[src/rtl/keypad_scan_fifo.sv]
// keypad_scan_fifo
//   Matrix keypad scanner with whole-frame debounce, multi-key detection,
//   optional typematic repeat and an event FIFO of key codes.
//
// Ports
//   clk        system clock
//   rst        synchronous reset, active-low
//   row        keypad rows, active-low (0 = key down in the driven column)
//   col        column drive, active-low one-hot
//   mode       0 = one event per press, 1 = typematic repeat
//   key_rd     pop FIFO head (ignored while key_valid=0)
//   ovf_clr    clear the sticky overflow flag
//   key_code   FIFO head code = col_index*ROWS + row_index (0 when empty)
//   key_valid  FIFO non-empty
//   multi      accepted frame has more than one key down
//   overflow   sticky: an event was dropped because the FIFO was full
module keypad_scan_fifo #(
    parameter int ROWS        = 4,
    parameter int COLS        = 4,
    parameter int DIV         = 50000,
    parameter int DEBOUNCE    = 3,
    parameter int REPEAT_DLY  = 32,
    parameter int REPEAT_RATE = 8,
    parameter int FIFO_DEPTH  = 4,
    parameter int CW          = $clog2(ROWS*COLS)
) (
    input  logic            clk,
    input  logic            rst,
    input  logic [ROWS-1:0] row,
    output logic [COLS-1:0] col,
    input  logic            mode,
    input  logic            key_rd,
    input  logic            ovf_clr,
    output logic [CW-1:0]   key_code,
    output logic            key_valid,
    output logic            multi,
    output logic            overflow
);

    localparam int N   = ROWS * COLS;
    localparam int DW  = $clog2(DIV);
    localparam int CIW = (COLS > 1) ? $clog2(COLS) : 1;
    localparam int SW  = $clog2(DEBOUNCE + 1);
    localparam int RW  = $clog2(REPEAT_DLY + REPEAT_RATE + 1);
    localparam int AW  = $clog2(FIFO_DEPTH);
    localparam int NW  = $clog2(FIFO_DEPTH + 1);

    function automatic int unsigned popcnt(input logic [N-1:0] v);
        int unsigned n;
        n = 0;
        for (int i = 0; i < N; i++) begin
            if (v[i]) n++;
        end
        return n;
    endfunction

    // Code of the (single) set bit; only meaningful when popcnt(v)==1.
    function automatic logic [CW-1:0] code_of(input logic [N-1:0] v);
        logic [CW-1:0] c;
        c = '0;
        for (int i = 0; i < N; i++) begin
            if (v[i]) c = CW'(i);
        end
        return c;
    endfunction

    logic [DW-1:0]  div_q,  div_d;
    logic [CIW-1:0] c_q,    c_d;
    logic [N-1:0]   snap_q, snap_d;
    logic [N-1:0]   prev_q, prev_d;
    logic [N-1:0]   acc_q,  acc_d;
    logic [SW-1:0]  stab_q, stab_d;
    logic [RW-1:0]  rep_q,  rep_d;
    logic           multi_q, multi_d;
    logic           ovf_q,  ovf_d;
    logic [AW-1:0]  wp_q,   rp_q;
    logic [NW-1:0]  cnt_q,  cnt_d;
    logic [CW-1:0]  mem_q [FIFO_DEPTH];

    logic           tick, frame_end, a_chg, push, pop, wr;
    logic [N-1:0]   frame;

    assign tick      = (div_q == DW'(DIV - 1));
    assign frame_end = tick && (c_q == CIW'(COLS - 1));
    assign col       = ~(COLS'(1) << c_q);

    always_comb begin
        div_d   = tick ? '0 : div_q + 1'b1;
        c_d     = c_q;
        if (tick) c_d = (c_q == CIW'(COLS - 1)) ? '0 : c_q + 1'b1;

        snap_d  = snap_q;
        prev_d  = prev_q;
        acc_d   = acc_q;
        stab_d  = stab_q;
        rep_d   = rep_q;
        multi_d = multi_q;
        a_chg   = 1'b0;
        push    = 1'b0;

        // Snapshot with the column being sampled right now merged in, so the
        // frame-end tick compares the fully completed frame.
        frame = snap_q;
        for (int r = 0; r < ROWS; r++) begin
            frame[int'(c_q) * ROWS + r] = ~row[r];
        end
        if (tick) snap_d = frame;

        if (frame_end) begin
            if (frame != prev_q) begin
                prev_d = frame;
                stab_d = '0;
            end else if (stab_q != SW'(DEBOUNCE)) begin
                stab_d = stab_q + 1'b1;
                if (stab_d == SW'(DEBOUNCE)) begin
                    acc_d   = frame;
                    multi_d = (popcnt(frame) > 1);
                    if (frame != acc_q) begin
                        a_chg = 1'b1;
                        if (popcnt(frame) == 1) push = 1'b1;
                    end
                end
            end

            // Repeat counter folds back to REPEAT_DLY after each rate period
            // so it never needs more than DLY+RATE states.
            if (a_chg || !mode || popcnt(acc_q) != 1) begin
                rep_d = '0;
            end else begin
                rep_d = rep_q + 1'b1;
                if (rep_d == RW'(REPEAT_DLY)) begin
                    push = 1'b1;
                end else if (rep_d == RW'(REPEAT_DLY + REPEAT_RATE)) begin
                    push  = 1'b1;
                    rep_d = RW'(REPEAT_DLY);
                end
            end
        end
        if (!mode) rep_d = '0;
    end

    // A full FIFO still accepts a push when a pop frees a slot the same cycle.
    assign pop = key_rd && (cnt_q != '0);
    assign wr  = push && ((cnt_q != NW'(FIFO_DEPTH)) || pop);

    always_comb begin
        cnt_d = cnt_q;
        case ({wr, pop})
            2'b10:   cnt_d = cnt_q + 1'b1;
            2'b01:   cnt_d = cnt_q - 1'b1;
            default: cnt_d = cnt_q;
        endcase
        // Set wins over clear.
        ovf_d = ovf_q;
        if (push && !wr)  ovf_d = 1'b1;
        else if (ovf_clr) ovf_d = 1'b0;
    end

    always_ff @(posedge clk) begin
        if (!rst) begin
            div_q   <= '0;
            c_q     <= '0;
            snap_q  <= '0;
            prev_q  <= '0;
            acc_q   <= '0;
            stab_q  <= '0;
            rep_q   <= '0;
            multi_q <= 1'b0;
            ovf_q   <= 1'b0;
            wp_q    <= '0;
            rp_q    <= '0;
            cnt_q   <= '0;
        end else begin
            div_q   <= div_d;
            c_q     <= c_d;
            snap_q  <= snap_d;
            prev_q  <= prev_d;
            acc_q   <= acc_d;
            stab_q  <= stab_d;
            rep_q   <= rep_d;
            multi_q <= multi_d;
            ovf_q   <= ovf_d;
            cnt_q   <= cnt_d;
            if (wr)  wp_q <= wp_q + 1'b1;
            if (pop) rp_q <= rp_q + 1'b1;
        end
    end

    // Storage carries data only; validity comes from cnt_q.
    always_ff @(posedge clk) begin
        if (wr) mem_q[wp_q] <= code_of(acc_d);
    end

    assign key_valid = (cnt_q != '0);
    assign key_code  = key_valid ? mem_q[rp_q] : '0;
    assign multi     = multi_q;
    assign overflow  = ovf_q;

endmodule

[config.mk]
export PLATFORM = sky130hd
export DESIGN_NAME = keypad_scan_fifo
export DESIGN_NICKNAME = d
export VERILOG_FILES = /design/src/rtl/keypad_scan_fifo.sv
export SDC_FILE = /design/constraint.sdc
export NUM_CORES = 1
export LEC_CHECK = 0
export BUFFER_PORTS_ARGS = -buffer_cell sky130_fd_sc_hd__buf_2
export CAP_MARGIN = 15
export CORE_ASPECT_RATIO = 0.7
export CORE_MARGIN = 2
export CORE_UTILIZATION = 25
export DETAILED_ROUTE_END_ITERATION = 16
export PLACE_DENSITY_LB_ADDON = 0.25
export REMOVE_ABC_BUFFERS = 1
export SLEW_MARGIN = 10
export SYNTH_ARGS = -nofsm -noshare
export SYNTH_HDL_FRONTEND = slang
export SYNTH_SLANG_ARGS = --single-unit
[constraint.sdc]
create_clock -name clk -period 12.39 [get_ports clk]
set_input_delay 1.8585 -clock clk [delete_from_list [all_inputs] [get_ports clk]]
set_output_delay 1.8585 -clock clk [all_outputs]
set_load 0.03 [all_outputs]
# After elaboration in Yosys (flattened, before gate mapping)
# Memory sizes are Yosys's and may differ from the RTL's. A register that Yosys moved wholly into a read port is not among the register bits.
# Cells that the tools add are included.
[op_classes]
reduce_logical = 22
addsub = 56
shift = 1
order_cmp = 9
muxes = 267
n_bitwise = 7
eq_ne = 13
[ops]
columns = ["operator", "n"]
rows = [
  ["$mux W32", 205],
  ["$add A32 B1 Y32 const B", 45],
  ["$bwmux W16", 4],
  ["$mux W16", 4],
  ["$mux W4", 16],
  ["$eq A32 B1 Y1 const B", 1],
  ["$gt A32 B1 Y1 const B", 1],
  ["$ne A16 B16 Y1", 2],
  ["$ne A32 B1 Y1 const B", 1],
  ["$mux W1", 25],
  ["$mux W6", 3],
  ["$add A16 B1 Y16 const B", 1],
  ["$eq A16 B16 Y1 const B", 1],
  ["$ge A5 B1 Y1 const B", 3],
  ["$lt A5 B5 Y1 const B", 3],
  ["$demux W1 S4", 3],
  ["$eq A6 B6 Y1 const B", 2],
  ["$add A4 B2 Y5 const B", 2],
  ["$mux W2", 5],
  ["$add A2 B1 Y2 const B", 4],
  ["$logic_and A1 B1 Y1", 8],
  ["$add A6 B1 Y6 const B", 1],
  ["$eq A2 B2 Y1 const B", 3],
  ["$not A1 Y1", 6],
  ["other kinds (19)", 26],
]
[word_totals]
register_bits = 83
mem_count = 1
mem_bits_rw = 16
inputBits = 9
[mem_list]
columns = ["name", "words", "width", "read_ports", "rd_ports_with_merged_regs", "write_ports", "line", "source"]
rows = [
  ["mem_q", 4, 4, 1, 1, 1, "78", "logic [CW-1:0] mem_q [FIFO_DEPTH];"],
]

# Depth between registers and ports, before layout
# Gate-level depths: netlist of the first run.
[logic_depth]
ltp_word = 133
depth_mapped = 60
mapped_depth_nobuf = 59

# Least setup slack after synthesis of the first run
# No wires, ideal clock.
[synth_path]
path_kind = "input to register"
from = "in row[0]"
to = "reg cnt_q[2]"
setup_slack_ns = 0.376
setup_ns = 0.132
required_ns = 12.258
t_arrival_ns = 11.882
path_stages = 55
path_cell_list = "buf_6 -> xnor3_2 -> mux2i_4 -> inv_1 -> ha_1 -> nand2_1 -> o21ai_0 -> ha_1 -> nand2_1 -> a32o_1 -> inv_1 -> ha_1 -> nand2_1 -> o221ai_1 -> ha_1 -> nor2_1 -> nor2_1 -> ha_1 -> (+19 left out) -> ha_1 -> o21ai_0 -> a31oi_1 -> ha_1 -> nand2_1 -> or4b_1 -> o211ai_2 -> nand3b_1 -> a2111oi_4 -> o2111ai_2 -> a21oi_2 -> nor2_1 -> fa_1 -> nor2_1 -> nand2_1 -> a31oi_1 -> o31a_1 -> nor3_1"
[synth_between]
elab_chain_len = 129
elab_cells_between_ends = 140
classes_between = "add/sub: 15; eq/ne: 5; mux: 115; bitwise: 1; reduce/logical: 4"
[synth_lines]
columns = ["item", "line", "source"]
rows = [
  ["start: declaration", "29", "input logic [ROWS-1:0] row,"],
  ["$not A1 Y1 *", "105", "frame[int'(c_q) * ROWS + r] = ~row[r];"],
  ["$bwmux W16 * (4 in a row)", "105", ""],
  ["$mux W1", "52", "if (v[i]) n++;"],
  ["$mux W32", "118", "if (frame != acc_q) begin"],
  ["$mux W32", "115", "if (stab_d == SW'(DEBOUNCE)) begin"],
  ["$mux W32", "113", "end else if (stab_q != SW'(DEBOUNCE)) begin"],
  ["$mux W32", "110", "if (frame != prev_q) begin"],
  ["$mux W32", "109", "if (frame_end) begin"],
  ["(+110 left out)", "-", ""],
  ["$mux W1", "110", ""],
  ["$mux W1", "133", "end else if (rep_d == RW'(REPEAT_DLY + REPEAT_RATE)) begin"],
  ["$mux W1", "131", "if (rep_d == RW'(REPEAT_DLY)) begin"],
  ["$mux W1 *", "127", "if (a_chg || !mode || popcnt(acc_q) != 1) begin"],
  ["$mux W1 *", "109", ""],
  ["$logic_and A1 B1 Y1 *", "144", "assign wr = push && ((cnt_q != NW'(FIFO_DEPTH)) || pop);"],
  ["$eq A2 B1 Y1 / $eq A2 B2 Y1 (equally long branches)", "148", "case ({wr, pop})"],
  ["$pmux W3 S2 / $reduce_bool A2 Y1 (equally long branches)", "-", ""],
  ["end signal: assignment", "183", "cnt_q <= cnt_d;"],
  ["end: declaration", "77", "logic [NW-1:0] cnt_q, cnt_d;"],
]
# Every way passes the cells marked *; elsewhere a longest branch is shown, timed or not. The select of a mux whose other input is x is not followed.
# A chain may end at the register's enable or synchronous reset.

# Worst setup path after layout of the first run
# Same ends and word-level chain as after synthesis.

==> results of run 1 <==
==> critical path, delay by kind of cell <==
kind	cells	cell delay (ns)
buf+inv	4	0.36
fa+ha+maj	13	3.71
compound gates	18	3.10
simple gates	21	2.83
==> registers in the layout (all words and copies together) (netlist names), 3 cells and up, named ones only <==
name and count:
acc_q 16, cnt_q 3, div_q 16, mem_q 16
prev_q 16, rep_q 6, snap_q 16
==> final cells by class <==
class | instances | area (um2) | area share, %
Tap cell | 472 | 590.6 | 5.973
Clock inverter | 7 | 83.83 | 0.8479
Multi-Input combinational cell | 920 | 6404 | 64.77
Clock buffer | 9 | 225.2 | 2.278
Sequential cell | 101 | 2182 | 22.07
Timing Repair Buffer | 41 | 270.3 | 2.733
Inverter | 35 | 131.4 | 1.329
==> kinds of logic (layout without fill, tap and decap cells) <==
family / count (synthesis) / after routing / synth area share, %
AOI/OAI and AO/OA: 230 / 230 / 17.39
xor gates and xnor gates: 140 / 140 / 16.89
adders and majority gates: 41 / 41 / 5.881
buffers and inverters: 87 / 92 / 4.029
DFF: 101 / 101 / 24.65
muxes: 46 / 46 / 6.262
and+or+nand+nor: 463 / 463 / 24.89
==> cells in the final DEF, fill, tap and decap left out, types with 9 or more instances in the layout <==
master | netlist | routed
a21oi_1 | 78 | 76
a31oi_1 | 19 | 16
and2_1 | 23 | 23
and3_1 | 12 | 12
buf_2 | 6 | 18
buf_4 | 2 | 21
clkbuf_16 | 0 | 9
dfxtp_1 | 85 | 85
edfxtp_1 | 16 | 16
ha_1 | 40 | 40
inv_1 | 31 | 31
mux2i_1 | 34 | 34
nand2_1 | 118 | 118
nand2b_1 | 10 | 10
nand3_1 | 31 | 31
nand4_1 | 17 | 17
nor2_1 | 165 | 163
nor3_1 | 27 | 27
o211ai_1 | 12 | 12
o21ai_0 | 35 | 34
xnor2_1 | 87 | 87
xor2_1 | 32 | 32
==> per-stage QoR <==
stage               total power, mW  util [%]  setup slack, ns
finish                       0.7361     28.41           0.6777
global route                 0.7715     28.41         -0.02919
floorplan                    0.4123         -           0.4116
global placement             0.4386     27.13           0.2184
CTS                          0.7451     28.02           0.2870
detailed placement           0.4383     27.13         -0.03619
==> what timing repair did <==
item	in CTS	in global routing
gates resized for setup	0	15
setup endpoints to repair	0	18
buffers inserted	0	4
hold endpoints to repair	0	0
==> power by group <==
part	switching [mW]	total, mW	leakage (nW)	internal [mW]
clock	0.155	0.300	0.151	0.146
combinational	0.0576	0.103	2.55	0.0451
sequential	0.000821	0.333	0.795	0.332
==> per-layer routing <==
| metal | up-vias | GRT usage [%] | part of all wire [%] |
|---|---|---|---|
| li1 | 3928 | - | - |
| met1 | 3599 | 19.48 | 55 |
| met2 | 116 | 18.10 | 40 |
| met3 | 14 | 1.554 | 3.1 |
| met4 | 0 | 2.863 | 1.3 |
| met5 | - | 0 | 0 |
==> worst paths after layout <==
kind | startpoint | end | slack, ns | cells after the start
setup / recovery | row[0] | cnt_q[2] | 0.68 | 56
hold reg to reg | div_q[0] | div_q[0] | 0.48 | 1
setup reg to reg | acc_q[0] | cnt_q[2] | 1.18 | 54
hold / removal | div_q[0] | div_q[0] | 0.48 | 1
==> flow_metrics.env, run 1 <==
export IMPL_wl_per_cell_um=14.51
export IMPL_p_leak_nw=3.501
export IMPL_synth_cell_types=96
export IMPL_dp_hpwl_mm=17.46
export IMPL_clkTransAtPathRegs_ns=0.07
export IMPL_die_x_um=228.9
export IMPL_dieArea_um2=36950
export IMPL_maxSlewHeadroom_pct=37.16
export IMPL_drv_slew=0
export IMPL_synth_top_cell_area_share_pct=19.23
export IMPL_antenna_found_initial=0
export IMPL_ctsRootBufferMaster="clkbuf_16"
export IMPL_first_pass_iters=7
export IMPL_ir_worst_vdd_v=0.00006382
export IMPL_ys_seq_elements=101
export IMPL_min_period_over_period_pct=94.53
export IMPL_synth_edf_count=16
export IMPL_hold_viol_final=0
export IMPL_h_tree_depth=3
export IMPL_cp_end_kind="flip-flop"
export IMPL_holdCritPathClass="reg -> reg"
export IMPL_drt_iter0_markers=507
export IMPL_status="complete, no violations"
export IMPL_synthTopCellsByArea="dfxtp_1 (19%), xnor2_1 (8.6%), nor2_1 (7.0%), ha_1 (5.7%), edfxtp_1 (5.4%)"
export IMPL_yosysWarnings=0
export IMPL_grt_first_pass_wirelength_mm=37.61
export IMPL_grtUsageTotal_pct=12.53
export IMPL_critical_path_class="in -> reg"
export IMPL_instances_no_fill=1585
export IMPL_async_reset_ff_share_pct=0
export IMPL_cp_max_fo=9
export IMPL_final_net_count=1158
export IMPL_yosysMostFrequentCell="nor2_1"
export IMPL_yosysTopAreaCell="dfxtp_1"
export IMPL_worst_pin_slew_ns=0.9426
export IMPL_syn_to_final_growth_pct=11.70
export IMPL_gp_congestion=0.8586
export IMPL_route_detailed_drc=0
export IMPL_drv_cap=0
export IMPL_grt_overflow_total=0
export IMPL_clockBufferDepth=2
export IMPL_max_stage_delay_ns=0.51
export IMPL_die_height_um=161.4
export IMPL_dpl_instance_area_um2=9443
export IMPL_dpl_cell_count=1564
export IMPL_io_pins=20
export IMPL_start_util_pct=25.43
export IMPL_synth_yosys_seq_area_share_pct=24.65
export IMPL_holdWs_ns=0.4755
export IMPL_critPathSlowestCell="or4b_4"
export IMPL_grt_max_degree=61
export IMPL_min_period_ns=11.71
export IMPL_synth_ff_type="dfxtp_1"
export IMPL_hold_buffers=0
export IMPL_drt_wl_total_mm=23.00
export IMPL_core_area_um2=34800
export IMPL_clock_sinks=101
export IMPL_clk_latency_ns=0.36
export IMPL_grt_pass1_vias=7018
export IMPL_finalSetupTns_ns=0
export IMPL_rows=57
export IMPL_diodes=0
export IMPL_fillCellCount=3812
export IMPL_start_kind="primary input"
export IMPL_cp_data_required_time_ns=12.60
export IMPL_crit_top_cell="ha_1"
export IMPL_finalSetupViolCount=0
export IMPL_tritoncts="built"
export IMPL_antenna_left=0
export IMPL_arrival_ns=11.92
export IMPL_fin_skew_ns=0.01211
export IMPL_final_area_um2=9887
export IMPL_synth_common_cells="nor2_1 (165), nand2_1 (118), xnor2_1 (87)"
export IMPL_p_per_area_nw_per_um2=74.45
export IMPL_avgSynthCellArea_um2=7.988
export IMPL_syn_inst=1108
export IMPL_drive_gt1_share_pct=10.42
export IMPL_via_per_inst=4.831
export IMPL_cts_buffers=9
export IMPL_vias=7657
export IMPL_port_buffers=19
export IMPL_clock_fmax_mhz=85.38
export IMPL_syn_area_um2=8851
Power figures use the tool's default switching activity.
==> inputs of run 2 (changes only) <==
CORE_UTILIZATION = 58   (was 25)
==> run 2 against run 1 <==
Clock skew shrank 0.0043 ns. Total power shrank 1.3%. Count of clock-buffer cells in the layout is the same. Setup slack lost 0.17 ns. Utilization grew 36 points. Design area shrank 3.8%. Global-route usage grew 13 points. Via count grew 1.1%. Sequential power is essentially flat. Maximum frequency shrank 1.4%. Non-clock buffer count shrank 4. Register-to-register slack is essentially flat.
==> flow_metrics.env, run 2 (same netlist as run 1, synthesis figures left out) <==
export IMPL_p_per_area_nw_per_um2=76.37
export IMPL_clock_sinks=101
export IMPL_min_period_ns=11.88
export IMPL_grt_overflow_total=0
export IMPL_final_common_cell="nor2_1"
export IMPL_via_per_inst=5.936
export IMPL_holdCritPathClass="reg -> reg"
export IMPL_hold_viol_final=0
export IMPL_die_height_um=107.4
export IMPL_drt_wl_total_mm=20.52
export IMPL_dieArea_um2=16280
export IMPL_clkTransAtPathRegs_ns=0.07
export IMPL_place_ws_ns=-0.03447
export IMPL_first_pass_iters=5
export IMPL_port_buffers=19
export IMPL_clock_fmax_mhz=84.17
export IMPL_arrival_ns=12.07
export IMPL_finalSetupViolCount=0
export IMPL_grt_max_degree=61
export IMPL_post_route_util_pct=64.21
export IMPL_antenna_found_initial=0
export IMPL_grtUsageTotal_pct=25.39
export IMPL_wl_per_cell_um=15.74
export IMPL_core_area_um2=14810
export IMPL_crit_family="adder cells"
export IMPL_p_leak_nw=3.481
export IMPL_drv_slew=0
export IMPL_hold_buffers=0
export IMPL_h_tree_depth=3
export IMPL_ir_worst_vdd_v=0.00008239
export IMPL_vias=7740
export IMPL_grt_pass1_vias=6882
export IMPL_route_detailed_drc=0
export IMPL_grt_use_met1_pct=38.76
export IMPL_diodes=0
export IMPL_max_stage_delay_ns=0.52
export IMPL_cp_data_required_time_ns=12.58
export IMPL_clk_latency_ns=0.35
export IMPL_syn_to_final_growth_pct=7.478
export IMPL_status="complete, no violations"
export IMPL_final_net_count=1154
export IMPL_io_pins=20
export IMPL_drive_gt1_share_pct=10.55
export IMPL_use_met2_pct=36.97
export IMPL_ctsRootBufferMaster="clkbuf_16"
export IMPL_cp_end_kind="flip-flop"
export IMPL_grt_first_pass_wirelength_mm=33.47
export IMPL_busiest_layer="met1"
export IMPL_start_util_pct=59.75
export IMPL_crit_top_cell="ha_1"
export IMPL_maxSlewHeadroom_pct=23.47
export IMPL_drv_cap=0
export IMPL_start_kind="primary input"
export IMPL_cts_buffers=9
export IMPL_drt_iter0_markers=652
export IMPL_dp_hpwl_mm=15.30
export IMPL_rows=37
export IMPL_clockBufferDepth=2
export IMPL_worst_pin_slew_ns=1.148
export IMPL_tritoncts="built"
export IMPL_min_from="div_q[0]"
export IMPL_critical_path_class="in -> reg"
export IMPL_cp_startpoint="row[2]"
export IMPL_r2r_start="c_q[0]"
export IMPL_setup_ws_ns=0.5098
export IMPL_path_buf_inv=4
export IMPL_cp_max_fo=9
export IMPL_die_x_um=151.7
export IMPL_antenna_left=0
export IMPL_met3_usage_pct=4.322
export IMPL_final_cell_mix="nor2_1 (162), nand2_1 (118), xnor2_1 (87), dfxtp_1 (85), a21oi_1 (76)"
export IMPL_gp_congestion=0.9693
export IMPL_min_period_over_period_pct=95.89
export IMPL_fin_skew_ns=0.007806
export IMPL_critPathSlowestCell="or4b_4"
-- run 2: metal layers --
metal / share of wire (%) / vias up
li1: - / 3914
met1: 52 / 3585
met2: 41 / 208
met3: 5.5 / 33
met4: 1.6 / 0
met5: 0 / -
-- run 2: final cells by class --
cell class,instances,area [um2]
Clock inverter,7,81.33
Fill cell,1263,5301
Clock buffer,9,225.2
Multi-Input combinational cell,920,6416
Tap cell,195,244.0
Sequential cell,101,2182
Timing Repair Buffer,37,232.7
Inverter,35,131.4
-- run 2: worst paths after layout --
path | to | slack [ns] | cells past startpoint
hold reg to reg | div_q[0] | 0.46 | 1
setup / recovery | cnt_q[2] | 0.51 | 55
hold / removal | div_q[0] | 0.46 | 1
setup reg to reg | cnt_q[2] | 1.18 | 57
-- run 2: worst reg2reg max path, delay by kind of cell, from the launching register on --
family	cells	cell delay, ns
AOI/OAI and AO/OA	18	3.39
adders and majority gates	14	4.23
buffers and inverters	4	0.33
DFF	1	0.35
and+or+nand+nor	21	2.75
-- run 2: where the power goes --
part	internal [mW]	switching, mW
sequential	0.332	0.000827
clock	0.144	0.142
combinational	0.0471	0.0598
-- run 2: per-stage QoR --
step                setup TNS (ns)  total power [mW]  std cells  area (um2)  hold WS, ns
global route               -0.1033            0.7543       1304        9513       0.5145
floorplan                        0            0.4123       1056        8626       0.4303
global placement                 0            0.4343       1283        9066       0.4530
detailed placement        -0.03447            0.4371       1283        9066       0.4530
CTS                              0            0.7240       1299        9373       0.4703
finish                           0            0.7265       1304        9513       0.4635
-- run 2: repair_timing --
item	CTS	global route
gates resized for setup	0	19
setup endpoints to repair	0	2
buffers inserted	0	5
endpoints found under the hold margin	0	0
